--- src/rtl/register_file_multiport.sv ---
// ============================================================================
// Module      : register_file_multiport
// Description : NUM_REGS x DATA_W general register file with NUM_READ
//               combinational read ports, one write port, HI/LO registers
//               with a mult/div busy scoreboard, and a debug register tap.
//               Optional same-cycle write forwarding: define REGFILE_BYPASS_EN.
// Revision    : 1.0 - initial release
// ============================================================================
`default_nettype none

module register_file_multiport #(
   parameter int DATA_W         = 32,
   parameter int NUM_REGS       = 32,
   parameter int ADDR_W         = $clog2(NUM_REGS),
   parameter int NUM_READ       = 2,
   parameter int NEG_EDGE_WRITE = 1,
   parameter int DEBUG_REG      = 2
) (
   input  logic                         clk,
   input  logic                         reset_n,
   input  logic                         write_enable,
   input  logic [ADDR_W-1:0]            write_address,
   input  logic [DATA_W-1:0]            write_data,
   input  logic [NUM_READ*ADDR_W-1:0]   read_address,
   output logic [NUM_READ*DATA_W-1:0]   read_data,
   output logic [DATA_W-1:0]            read_register_debug,
   input  logic                         hilo_issue,
   input  logic                         HI_write_enable,
   input  logic                         LO_write_enable,
   input  logic [DATA_W-1:0]            HI_write_data,
   input  logic [DATA_W-1:0]            LO_write_data,
   input  logic                         hilo_read_request,
   output logic [DATA_W-1:0]            read_data_HI,
   output logic [DATA_W-1:0]            read_data_LO,
   output logic                         hilo_busy,
   output logic                         hilo_stall,
   output logic                         hilo_error
);

   logic [DATA_W-1:0] regs_q [NUM_REGS];
   logic [DATA_W-1:0] regs_d [NUM_REGS];
   logic [DATA_W-1:0] hi_q, hi_d;
   logic [DATA_W-1:0] lo_q, lo_d;
   logic              busy_q, busy_d;
   logic              error_q, error_d;
   logic              hilo_wr;

   assign hilo_wr = HI_write_enable | LO_write_enable;

   // Next-state for the register array, HI/LO and the scoreboard flags.
   // Entry 0 is forced to zero so it can never hold a nonzero value.
   always_comb begin
      regs_d = regs_q;
      if (write_enable && (write_address != '0)) begin
         regs_d[write_address] = write_data;
      end
      regs_d[0] = '0;

      hi_d = HI_write_enable ? HI_write_data : hi_q;
      lo_d = LO_write_enable ? LO_write_data : lo_q;

      // A new issue always wins: the result it will produce is now outstanding
      // even if an older result lands in the same cycle.
      if (hilo_issue) begin
         busy_d = 1'b1;
      end else if (hilo_wr) begin
         busy_d = 1'b0;
      end else begin
         busy_d = busy_q;
      end

      // A HI/LO write with nothing outstanding means the mult/div unit and
      // the scoreboard disagree; latch it until reset.
      error_d = error_q | (hilo_wr & ~busy_q & ~hilo_issue);
   end

   generate
      if (NEG_EDGE_WRITE != 0) begin : g_neg_edge_write
         // State update on the falling edge so writeback lands mid-cycle.
         always_ff @(negedge clk or negedge reset_n) begin
            if (!reset_n) begin
               for (int i = 0; i < NUM_REGS; i++) regs_q[i] <= '0;
               hi_q    <= '0;
               lo_q    <= '0;
               busy_q  <= 1'b0;
               error_q <= 1'b0;
            end else begin
               regs_q  <= regs_d;
               hi_q    <= hi_d;
               lo_q    <= lo_d;
               busy_q  <= busy_d;
               error_q <= error_d;
            end
         end
      end else begin : g_pos_edge_write
         // State update on the rising edge.
         always_ff @(posedge clk or negedge reset_n) begin
            if (!reset_n) begin
               for (int i = 0; i < NUM_REGS; i++) regs_q[i] <= '0;
               hi_q    <= '0;
               lo_q    <= '0;
               busy_q  <= 1'b0;
               error_q <= 1'b0;
            end else begin
               regs_q  <= regs_d;
               hi_q    <= hi_d;
               lo_q    <= lo_d;
               busy_q  <= busy_d;
               error_q <= error_d;
            end
         end
      end
   endgenerate

   generate
      for (genvar p = 0; p < NUM_READ; p++) begin : g_read_port
         logic [ADDR_W-1:0] rd_addr;
         logic [DATA_W-1:0] rd_val;

         assign rd_addr = read_address[p*ADDR_W +: ADDR_W];

         // Combinational read; address 0 always reads zero.
         always_comb begin
            rd_val = (rd_addr == '0) ? '0 : regs_q[rd_addr];
`ifdef REGFILE_BYPASS_EN
            // Forward the in-flight write; suppressed while reset is held.
            if (reset_n && write_enable && (write_address != '0) &&
                (write_address == rd_addr)) begin
               rd_val = write_data;
            end
`endif
         end

         assign read_data[p*DATA_W +: DATA_W] = rd_val;
      end
   endgenerate

`ifdef REGFILE_BYPASS_EN
   assign read_data_HI = (reset_n && HI_write_enable) ? HI_write_data : hi_q;
   assign read_data_LO = (reset_n && LO_write_enable) ? LO_write_data : lo_q;
`else
   assign read_data_HI = hi_q;
   assign read_data_LO = lo_q;
`endif

   assign read_register_debug = regs_q[DEBUG_REG];
   assign hilo_busy           = busy_q;
   assign hilo_stall          = hilo_read_request & busy_q;
   assign hilo_error          = error_q;

endmodule

`default_nettype wire
--- config.mk ---
export PLATFORM = sky130hd
export DESIGN_NAME = register_file_multiport
export DESIGN_NICKNAME = d
export VERILOG_FILES = /design/src/rtl/register_file_multiport.sv
export SDC_FILE = /design/constraint.sdc
export NUM_CORES = 2
export LEC_CHECK = 0
export CAP_MARGIN = 10
export CORE_MARGIN = 2
export CORE_UTILIZATION = 40
export DETAILED_ROUTE_END_ITERATION = 12
export PLACE_DENSITY = 0.64
export SLEW_MARGIN = 20
export SYNTH_ARGS = -nofsm -noshare
export SYNTH_HDL_FRONTEND = slang
export SYNTH_SLANG_ARGS = --single-unit
--- constraint.sdc ---
create_clock -name clk -period 4 [get_ports clk]
set_input_delay 0.6 -clock clk [delete_from_list [all_inputs] [get_ports clk]]
set_output_delay 0.6 -clock clk [all_outputs]
set_load 0.005 [all_outputs]
==> results.cfg <==
[sta]
hold_violations = 0
finalClockSkew_ns = 0.000923
rsz0062_at_grt = yes
setup_ws_ns = -1.03
setup_tns_ns = -56.15
setup_viol = 76
relSlewSlack = 0.468
worst_pin_slew_ns = 0.797
final_max_slew_viol_count = 0

[logic_synthesis]
synth_edf_count = 0
ys.flop_type = dfrtn_1
synth_top_family_by_area = multiplexers
synth_xor_area_frac = 0
ys_seq_area_frac = 0.472
syn_nets = 3832
synthSimpleGateAreaFrac = 0.0251
synthMuxAreaShare = 0.436
syn_inst = 3714
synth_seq_cells = 1058
async_flop_share = 1.00
netlist-cell-type-count = 45
syn_area_per_cell_um2 = 15.1
syn_area_mm2 = 0.0561
synth_compound_area_frac = 0.0304
synth-adder-area-share = 0
yosysWarnings = 0

[detailed_routing]
ant_nets = 0
drt_iter0_drc = 3099
drcViolationCount = 0
wire_per_inst_um = 28.9
viasPerCell = 5.94
drt-pass1-iter-count = 5
vias = 37810
routed_wirelength_um = 184000

[power_and_ir_drop]
ir_drop_uv = 420
leakagePower_nw = 31.2
finalPower_mw = 34.4
p_per_area_mw_per_mm2 = 485

[floorplan]
row_count = 137
die_area_mm2 = 0.143
core_area_mm2 = 0.139
die_height_um = 378
ios = 281
start_util = 0.402
die_w_um = 378

[critical_path]
path_class = register to output pin
cp.required_ns = 3.40
arrival_ns = 4.43
cp_max_fo = 3
start_kind = register
end_kind = output pin

[clock_tree]
clkSinkCount = 1058
h-tree-depth = 3
clock_latency_ns = 0.68
cts_tree = done
clock_path_buffers = 3
clkTransAtPathRegs_ns = 0.05
numCtsBuffers = 119
cts_hold_buf = 0
cts_root_buf = clkbuf_16

[outcome]
status = finished with violations
violations = negative setup slack

[placed_design]
io_buffers = 280
gp_congestion = 0.846
dp_hpwl_um = 123000

[global_route]
antenna_found_initial = 6
grt_overflow = 0
grt_pass1_vias = 39189
grt_pass1_wl_um = 272000
grt_usage = 0.258
grt_max_degree = 116

[layout]
nets = 4513
register_area_mm2 = 0.0265
drive_gt1_frac = 0.600
syn_to_final_growth_pct = 26.7
fillers = 11719
multiInputGateArea_mm2 = 0.0284

[run]
maxCapViolations = 0

[worst_hold_path]
hold_path.class = register to register
area by class of cell:
| type | count | share of cell area |
|---|---|---|
| Sequential cell | 1058 | 0.373 |
| Clock buffer | 174 | 0.0495 |
| Antenna cell | 3 | 0.000106 |
| Timing Repair Buffer | 978 | 0.136 |
| Clock inverter | 40 | 0.00736 |
| Multi-Input combinational cell | 2228 | 0.400 |
| Tap cell | 1876 | 0.0330 |
| Inverter | 10 | 0.000528 |
per-stage QoR:
stage / instances / worst slack, ns / util / hold WS (ns) / cell area, µm²
after floorplan: 3714 / -0.0215 / - / 0.420 / 56100
after global placement: 6097 / -1.12 / 0.472 / 0.418 / 65800
after detailed placement: 6097 / -1.02 / 0.472 / 0.434 / 65800
after CTS: 6356 / -1.05 / 0.507 / 0.434 / 70700
after global routing: 6364 / -1.12 / 0.510 / 0.457 / 71000
final: 6367 / -1.03 / 0.510 / 0.433 / 71000
synthesized netlist by cell type, types with 5 or more instances:
library cell / count / area, µm²
buf_4: 80 / 601
nor2b_1: 66 / 413
o31a_1: 29 / 254
o211ai_1: 19 / 143
nand4_1: 5 / 31.3
a22o_1: 5 / 43.8
inv_1: 10 / 37.5
clkbuf_1: 175 / 657
buf_2: 90 / 450
o22ai_1: 13 / 81.3
nand3_1: 32 / 160
a22oi_1: 35 / 263
a221oi_1: 37 / 324
or3_1: 8 / 50.1
a2111oi_0: 13 / 114
nand2b_1: 27 / 169
nor2_1: 32 / 120
mux2_2: 1110 / 12500
a221o_1: 22 / 220
mux2_1: 5 / 56.3
o22a_1: 19 / 166
mux2i_1: 222 / 2220
nand3b_1: 6 / 45.0
dfrtn_1: 1058 / 26500
a211oi_1: 5 / 37.5
nor3_1: 31 / 155
buf_1: 69 / 259
nand2_1: 29 / 109
mux4_2: 429 / 9660
power by group:
part | switching, mW | internal, mW | leakage (nW) | total (mW)
Combinational | 3.36 | 5.37 | 15.8 | 8.74
Clock | 4.75 | 6.60 | 1.98 | 11.3
Sequential | 1.40 | 12.9 | 13.4 | 14.3
state kept, by name (all words and copies together), names as in the netlist:
signal,flops
hilo_busy,1
hilo_error,1
regs_q,960
read_data_HI,32
read_data_LO,32
read_register_debug,32
routing by layer:
layer | wire length, µm | part of all wire | up-vias | track usage
li1 | - | - | 15655 | -
met1 | 81200 | 0.44 | 20616 | 0.371
met2 | 85300 | 0.46 | 1275 | 0.401
met3 | 12400 | 0.068 | 258 | 0.0481
met4 | 4740 | 0.026 | 6 | 0.0677
met5 | 38 | 0.00021 | - | 0
path summary, 6_finish.rpt:
path / from / end / slack, ns / cells past startpoint
min reg2reg: hilo_error / hilo_error / 0.43 / 2
max: regs_q[589] / read_data[45] / -1.03 / 5
min: hilo_error / hilo_error / 0.43 / 2
min in group asynchronous: reset_n / regs_q[136] / 1.89 / 2
max in group asynchronous: reset_n / read_data_LO[10] / 1.32 / 2
max reg2reg: read_register_debug[24] / read_register_debug[24] / 2.77 / 5
cell usage in the layout, fill, tap and decap left out, drive strengths merged, types with 4 or more instances in the layout:
cell type,n
nand3,32
o31a,29
a211oi,5
nand4,5
clkinv,22
nand2b,27
a221oi,37
a221o,22
clkdlybuf4s15,12
bufinv,8
dlymetal6s2s,5
nor2b,66
a22oi,35
buf,804
o22ai,13
nand2,29
nor2,36
inv,14
mux4,429
o22a,19
clkbuf,175
a2111oi,13
o211ai,19
mux2i,222
a22o,5
clkdlybuf4s50,102
or3,8
clkinvlp,6
dfrtn,1058
mux2,1115
nor3,32
nand3b,6
nor3b,4
dlygate4sd2,53
repair_timing:
item                       in CTS  in global routing
pin swaps                      94                 36
cloned                          1                  0
setup endpoints to repair     717                361
buffers inserted               60                 27
gates resized for setup       686                 84
worst max-delay path, stage by stage, from the launching register on:
cell,delay [ns]
dfrtn_1,0.37
mux4_2,0.48
mux2i_2,0.21
nor2b_1,0.07
o31a_1,0.39
buf_2,0.20
cell families (layout without fill, tap and decap cells):
kind of cell / Yosys count / count (layout)
multiplexers: 1766 / 1766
flip-flops: 1058 / 1058
buffers and inverters: 428 / 1202
AND/OR/NAND/NOR: 257 / 257
AO/OA/AOI/OAI: 205 / 205
other: 0 / 3
Note: power is estimated with default switching activity, not from simulation.
